==> src/rtl/wb_dmem_arbiter.sv <==
// ---------------------------------------------------------------------------
// wb_dmem_arbiter
//
// Two-master Wishbone-classic arbiter that shares the data-memory slave port
// between the core data port (m0) and the JTAG debug module (m1), so the
// debugger can reach dmem while the hart keeps running. A bus-hang watchdog
// returns err to the owning master when the slave never answers a strobe.
//
// Parameters
//   AW        address width (byte address)
//   DW        data width; byte-select width is DW/8
//   PRIORITY  0 = round-robin between masters, 1 = m1 (debug) fixed priority
//   TIMEOUT   cycles a strobe may wait for ack/err before the watchdog
//             answers with err; 0 removes the watchdog (8-bit counter, so
//             values above 256 are not meaningful)
//
// Ports
//   clk, reset_n               clock (rising edge), async active-low reset
//   mN_cyc_i/stb_i/we_i        master N cycle, strobe, write enable
//   mN_adr_i/dat_i/sel_i       master N address, write data, byte selects
//   mN_dat_o                   read data to master N (slave data broadcast)
//   mN_ack_o/err_o             ack / err to master N, only while N owns bus
//   s_cyc_o/stb_o/we_o         slave cycle, strobe, write enable
//   s_adr_o/dat_o/sel_o        slave address, write data, byte selects
//   s_dat_i, s_ack_i, s_err_i  slave read data, ack, error
//   grant_o                    one-hot owner {m1,m0}; 00 = idle
//   timeout_o                  one-cycle pulse when the watchdog fires
// ---------------------------------------------------------------------------
module wb_dmem_arbiter #(
  parameter int AW       = 32,
  parameter int DW       = 32,
  parameter int PRIORITY = 0,
  parameter int TIMEOUT  = 255
) (
  input  logic            clk,
  input  logic            reset_n,
  input  logic            m0_cyc_i,
  input  logic            m0_stb_i,
  input  logic            m0_we_i,
  input  logic [AW-1:0]   m0_adr_i,
  input  logic [DW-1:0]   m0_dat_i,
  input  logic [DW/8-1:0] m0_sel_i,
  output logic [DW-1:0]   m0_dat_o,
  output logic            m0_ack_o,
  output logic            m0_err_o,
  input  logic            m1_cyc_i,
  input  logic            m1_stb_i,
  input  logic            m1_we_i,
  input  logic [AW-1:0]   m1_adr_i,
  input  logic [DW-1:0]   m1_dat_i,
  input  logic [DW/8-1:0] m1_sel_i,
  output logic [DW-1:0]   m1_dat_o,
  output logic            m1_ack_o,
  output logic            m1_err_o,
  output logic            s_cyc_o,
  output logic            s_stb_o,
  output logic            s_we_o,
  output logic [AW-1:0]   s_adr_o,
  output logic [DW-1:0]   s_dat_o,
  output logic [DW/8-1:0] s_sel_o,
  input  logic [DW-1:0]   s_dat_i,
  input  logic            s_ack_i,
  input  logic            s_err_i,
  output logic [1:0]      grant_o,
  output logic            timeout_o
);

  typedef enum logic [1:0] {
    IDLE = 2'd0,
    OWN0 = 2'd1,
    OWN1 = 2'd2
  } state_t;

  state_t state_q;
  state_t state_d;

  // 1 when m1 was the most recent master granted; reset value makes m0 win
  // the very first tie.
  logic rr_last_m1;

  // Strobe actually presented to the slave. Gated by the owner's cyc so the
  // strobe and cycle drop together when the owner releases the bus.
  logic own_stb;
  logic wd_fire;

  // Read data goes to both masters; only the owner sees an ack alongside it.
  assign m0_dat_o = s_dat_i;
  assign m1_dat_o = s_dat_i;

  assign own_stb = ((state_q == OWN0) && m0_cyc_i && m0_stb_i) ||
                   ((state_q == OWN1) && m1_cyc_i && m1_stb_i);
  assign s_stb_o = own_stb;

  assign grant_o   = {state_q == OWN1, state_q == OWN0};
  assign timeout_o = wd_fire;

  // State register and round-robin pointer. The pointer only moves when a
  // grant is issued out of IDLE, so it always names the last winner.
  always_ff @(posedge clk or negedge reset_n) begin
    if (!reset_n) begin
      state_q    <= IDLE;
      rr_last_m1 <= 1'b1;
    end else begin
      state_q <= state_d;
      if (state_q == IDLE && state_d == OWN0) begin
        rr_last_m1 <= 1'b0;
      end else if (state_q == IDLE && state_d == OWN1) begin
        rr_last_m1 <= 1'b1;
      end
    end
  end

  // Arbitration and slave/master multiplexing. A grant is taken one edge
  // after the request, and an owner keeps the bus for its whole cycle so
  // multi-beat and read-modify-write sequences are never split. Leaving an
  // owner always passes through IDLE.
  always_comb begin
    state_d  = state_q;
    s_cyc_o  = 1'b0;
    s_we_o   = 1'b0;
    s_adr_o  = '0;
    s_dat_o  = '0;
    s_sel_o  = '0;
    m0_ack_o = 1'b0;
    m0_err_o = 1'b0;
    m1_ack_o = 1'b0;
    m1_err_o = 1'b0;
    case (state_q)
      IDLE: begin
        if (m0_cyc_i && m1_cyc_i) begin
          if (PRIORITY != 0) begin
            state_d = OWN1;
          end else if (rr_last_m1) begin
            state_d = OWN0;
          end else begin
            state_d = OWN1;
          end
        end else if (m0_cyc_i) begin
          state_d = OWN0;
        end else if (m1_cyc_i) begin
          state_d = OWN1;
        end
      end
      OWN0: begin
        s_cyc_o  = m0_cyc_i;
        s_we_o   = m0_we_i;
        s_adr_o  = m0_adr_i;
        s_dat_o  = m0_dat_i;
        s_sel_o  = m0_sel_i;
        m0_ack_o = s_ack_i;
        m0_err_o = s_err_i | wd_fire;
        if (!m0_cyc_i) begin
          state_d = IDLE;
        end
      end
      OWN1: begin
        s_cyc_o  = m1_cyc_i;
        s_we_o   = m1_we_i;
        s_adr_o  = m1_adr_i;
        s_dat_o  = m1_dat_i;
        s_sel_o  = m1_sel_i;
        m1_ack_o = s_ack_i;
        m1_err_o = s_err_i | wd_fire;
        if (!m1_cyc_i) begin
          state_d = IDLE;
        end
      end
      default: begin
        state_d = IDLE;
      end
    endcase
  end

  generate
    if (TIMEOUT > 0) begin : g_wd
      localparam logic [7:0] WD_LAST = 8'(TIMEOUT - 1);

      logic [7:0] wd_count;
      logic       waiting;

      // A strobe is waiting while the slave gives neither ack nor err.
      assign waiting = own_stb && !s_ack_i && !s_err_i;
      assign wd_fire = waiting && (wd_count == WD_LAST);

      // Counts consecutive unanswered strobe cycles. After firing it starts
      // over, so a master that keeps its strobe up gets a fresh err every
      // TIMEOUT cycles instead of a stuck error line.
      always_ff @(posedge clk or negedge reset_n) begin
        if (!reset_n) begin
          wd_count <= '0;
        end else if (!waiting || wd_fire || (state_d != state_q)) begin
          wd_count <= '0;
        end else begin
          wd_count <= wd_count + 8'd1;
        end
      end
    end else begin : g_no_wd
      assign wd_fire = 1'b0;
    end
  endgenerate

endmodule

==> config.mk <==
export PLATFORM = sky130hd
export DESIGN_NAME = wb_dmem_arbiter
export DESIGN_NICKNAME = d
export VERILOG_FILES = /design/src/rtl/wb_dmem_arbiter.sv
export SDC_FILE = /design/constraint.sdc
export NUM_CORES = 1
export LEC_CHECK = 0
export ABC_CLOCK_PERIOD_IN_PS = 1800
export CORE_AREA = 2 2 126 128
export CTS_CLUSTER_DIAMETER = 150
export DETAILED_ROUTE_END_ITERATION = 16
export DIE_AREA = 0 0 128 130
export DONT_BUFFER_PORTS = 1
export GPL_TIMING_DRIVEN = 0
export PLACE_DENSITY_LB_ADDON = 0.25
export SLEW_MARGIN = 20
export SYNTH_ARGS = -nofsm -noshare
export SYNTH_HDL_FRONTEND = slang
export SYNTH_SLANG_ARGS = --single-unit
==> constraint.sdc <==
create_clock -name clk -period 1.8 [get_ports clk]
set_input_delay 0.36 -clock clk [delete_from_list [all_inputs] [get_ports clk]]
set_output_delay 0.36 -clock clk [all_outputs]
set_load 0.05 [all_outputs]
Word-level counts from Yosys, hierarchy flattened
Index checks and enable logic that the tools add are counted.
{ "classes": {"n_addsub": 1, "n_eq_ne": 6, "mux": 19, "n_bitwise": 1, "n_reduce_logical": 18} }
{ "op_table": {"columns": ["op", "count"], "rows": [
  ["one-hot mux 32 bit (2 select lines)", 2],
  ["two-way mux 2 bit", 6],
  ["logical AND 1 bit", 10],
  ["adder 8 x 1 -> 8 bit, second input constant", 1],
  ["equality test 8 bit, second input constant", 1],
  ["two-way mux 8 bit", 1],
  ["one-hot mux 4 bit (2 select lines)", 1],
  ["two-way mux 1 bit", 6],
  ["one-hot mux 2 bit (3 select lines)", 1],
  ["equality test 2 x 1 -> 1 bit, second input constant", 2],
  ["equality test 2 bit, second input constant", 2],
  ["one-hot mux 1 bit (2 select lines)", 2],
  ["zero test 1 bit", 3],
  ["logical OR 1 bit", 3],
  ["zero test 2 bit", 1],
  ["inequality test 2 bit", 1],
  ["nonzero test 2 bit", 1],
  ["bitwise OR 1 bit", 1]
]} }
{ "word_totals": {"ff_bits": 11, "input_bits": 178, "output_inout_bits": 142, "elab_cells": 48} }

Depth between registers and ports, before layout
{ "depth": {"ltp_word": 10, "mapped_depth": 7, "mapped_depth_nobuf": 6} }

Worst setup path after synthesis
OpenSTA, ideal clock, no wires.
{ "synth_timing": {"path_kind": "flip-flop to output port", "from": "register state_q[1]", "to": "output port timeout_o", "arrival_ps": 2846, "required_ps": 1440, "path_slack_ps": -1406, "stages_incl_launch_ff": 7, "path_buffers": 1, "cell_sequence": "dfrtp_1 inv_1 ha_1 buf_2 nand3_1 a21oi_1 nor3b_1"} }
{ "synth_via": {"elab_chain_len": 7, "elab_cells_between_ends": 10, "cone_classes": "eq/ne: 2; reduce/logical: 8"} }
{ "synth_lines": {"columns": ["item", "line_no", "text"], "rows": [
  ["start, declared", "74", "state_t state_q;"],
  ["start signal, assigned", "104", "state_q <= state_d;"],
  ["equality test 2 x 1 -> 1 bit", null, null],
  ["net grant_o[0]", "64", "output logic [1:0] grant_o,"],
  ["logical AND 1 bit (2 in a row)", "90", "assign own_stb = ((state_q == OWN0) && m0_cyc_i && m0_stb_i) ||"],
  ["logical OR 1 bit", "90", null],
  ["logical AND 1 bit (2 in a row)", "182", "assign waiting = own_stb && !s_ack_i && !s_err_i;"],
  ["logical AND 1 bit", "183", "assign wd_fire = waiting && (wd_count == WD_LAST);"],
  ["end, declared", "65", "output logic timeout_o"]
]} }
The timed path passes the listed nets, and every way through them passes these cells.

Worst setup path after layout
{ "layout_timing": {"from": "register state_q[0]", "to": "output port s_adr_o[4]"} }
{ "layout_via": {"elab_chain_len": 2, "elab_cells_between_ends": 3, "cone_classes": "eq/ne: 2; mux: 1"} }
{ "layout_lines": {"columns": ["item", "line_no", "text"], "rows": [
  ["equality test 2 x 1 -> 1 bit", null, null],
  ["net grant_o[0]", "64", null],
  ["one-hot mux 32 bit (2 select lines)", "128", "case (state_q)"],
  ["end, declared", "58", "output logic [AW-1:0] s_adr_o,"]
]} }
The timed path passes the listed nets, and every way through them passes these cells.

==> metrics.txt <==
Crit path required time 1440 ps; unrepaired setup endpoints after global routing true; Longest Clk Path Bufs 2; Net Sw Frac 54.4%; Initial Util 15.1%; Mapped Cells 312; clock-pin slew on the worst setup and hold paths 40 ps; share of layout cells above drive strength 1 74.7%; nature of the critical path endpoint output port; failing checks negative setup slack; final antenna-violating net count 0; sequential share of the synthesized area 11.9%; status finished with violations; vias in the first global route 2,106; clock group share of total power 4.5%; final setup margin -579 ps; Final GP Congestion 0.730; row count 46; largest net degree at the start of global routing 12; Max Slew Vio Count 0; worst-skew pair later-pin latency 240 ps; synth-to-layout area growth 78.5%; final setup fails 85; relative slew slack 60.1%; Hold Path Class input pin to register; Worst Path Max Fanout 10; Internal Power 4.07 mW; DRC 0; final period utilization 132%; Ports 320; Layout Nets 533; routed wire length 10,400 µm; Hold Vio Cnt, Final 0; die width 128 µm; Mapped Nets 496; PortBufs 0; die area 16,600 µm²; Seq cells post-synth 11; slew at the pin with the worst max-slew slack 598 ps; Placed Area 3240 µm²; post-layout minimum cycle time 2380 ps; core box area 15,400 µm²; Initial DRC Count 148; synthesized area per cell 7.48 µm²; CTS sink cnt 11; critical path class register to output port; sequential fraction of design power 4.0%; NetSw 4.86 mW; Seq. cell area 279 µm²; Post-synth top flop dfrtp_1; most common cell after layout, fill and taps aside buf_4; final HPWL from detailed placement 8000 µm; routed vias 2,490; clk root buf clkbuf_16; PwrDens 2140 nW/µm²; max cap viols 0; combinational share of power 91.5%; ant diodes 0; Post-synth EDFFs 0; via/cell ratio 4.61; Peak Freq 420 MHz; Peak VDD IR 0.578 mV; worst clock skew 2.84 ps; GR Overflow Total 0; Yosys cell types 39; fin area 4160 µm²; reg2reg path depth 8; initial antenna violation count 0; area of the multi-input gates 2320 µm²; Fill cells 1,634; P_leak 1.58 nW; die height 130 µm; critical path arrival 2020 ps; WL per Instance 19.3 µm; hold path cells 2; Num CTS Buffers 3; H-tree depth 1; most frequent cells in the layout 85 x buf_4, 70 x nor2b_4, 42 x a22oi_2; CTS tree done; Pwr Total 8.93 mW; Worst setup SP type register; synthesized area 2330 µm²; first-pass GRT wire length 12,500 µm; fraction of registers with async set or reset after synthesis 100%; drt first pass iters 4; Yosys Warn Count 0; overall routing resource usage 9.81%
[flip-flops by register name, summed over array words and instances, names as in the netlist]
signal	count
rr_last_m1	1
state_q	2
g_wd.wd_count	8
[worst paths after layout]
path	startpoint	slack [ps]	endpoint
setup / recovery	state_q[0]	-580	s_adr_o[4]
hold / removal	m1_cyc_i	280	rr_last_m1
setup reg to reg	state_q[0]	-310	g_wd.wd_count[2]
hold reg to reg	rr_last_m1	560	rr_last_m1
max in group asynchronous	reset_n	890	state_q[0]
min in group asynchronous	reset_n	530	g_wd.wd_count[4]
[stage by stage]
stage,worst slack (ps),instances,utilization (%),TNS (ps),hold WS [ps]
after global placement,-642,504,21.0,-37520,64.7
after CTS,-591,532,25.7,-39890,286
final,-579,540,27.0,-38040,283
after floorplan,-286,312,-,-12210,64.4
after detailed placement,-681,504,21.0,-39750,64.7
after global routing,-648,540,27.0,-43530,319
[layer usage]
metal	global-route usage (%)	wire length [µm]	up-vias
li1	-	-	1125
met1	12.4	4060	1193
met2	17.8	5420	165
met3	1.89	816	7
met4	1.16	140	0
met5	0	0	-
[kinds of logic (layout without fill, tap and decap cells)]
kind of cell             count (synthesis)  in the layout  synth area share, %
adder cells (fa/ha/maj)                  6              6                 3.22
AND/OR/NAND/NOR                        110            110                 28.9
flip-flops                              11             11                 11.9
AO/OA/AOI/OAI                           85             85                 27.8
XOR/XNOR                                 6              6                 2.25
buffers and inverters                   94            130                 26.0
[power by group through the flow]
| stage | Clock [mW] | Combinational [mW] | Sequential [mW] |
|---|---|---|---|
| after floorplan | 0 | 5.70 | 0.358 |
| after global placement | 0 | 6.35 | 0.381 |
| after detailed placement | 0 | 6.43 | 0.378 |
| after CTS | 0.411 | 7.68 | 0.354 |
| after global routing | 0.425 | 8.52 | 0.360 |
| final | 0.402 | 8.17 | 0.357 |
[cell type report]
cell class / count / area share [%]
inverter: 6 / 0.661
timing repair buffer: 35 / 10.4
tap: 192 / 5.77
clock buffer: 4 / 1.89
multi-input combinational: 207 / 55.7
sequential: 11 / 6.70
buffer: 85 / 18.9
[timing repair]
| action | CTS | global route |
|---|---|---|
| gates resized for setup | 84 | 48 |
| pin swaps | 6 | 3 |
| buffers inserted | 20 | 5 |
| endpoints found under the setup margin | 84 | 86 |
| endpoints found under the hold margin | 11 | 0 |
| gates cloned | 3 | 6 |
| hold buffers | 1 | 0 |
[synthesized netlist by cell type (all sizes together), types with 3 or more instances]
cell | count | share of area, %
nor2b | 72 | 19
buf | 71 | 22
a22oi | 70 | 23
clkbuf | 17 | 2.7
dfrtp | 10 | 11
nor3 | 9 | 1.9
ha | 6 | 3.2
inv | 6 | 0.97
nand3 | 6 | 1.3
and2 | 5 | 1.4
xor2 | 5 | 1.9
nand2 | 4 | 0.64
a21oi | 3 | 0.64
nor2 | 3 | 0.48
o21ai | 3 | 0.64
[worst max-delay path, stage by stage (launching register included)]
cell and delay (ps):
dfrtp_2 420, buf_12 120, ha_4 280, bufbuf_16 310
buf_4 160, a22oi_1 140, nor2b_4 350
Power figures use the tool's default switching activity.
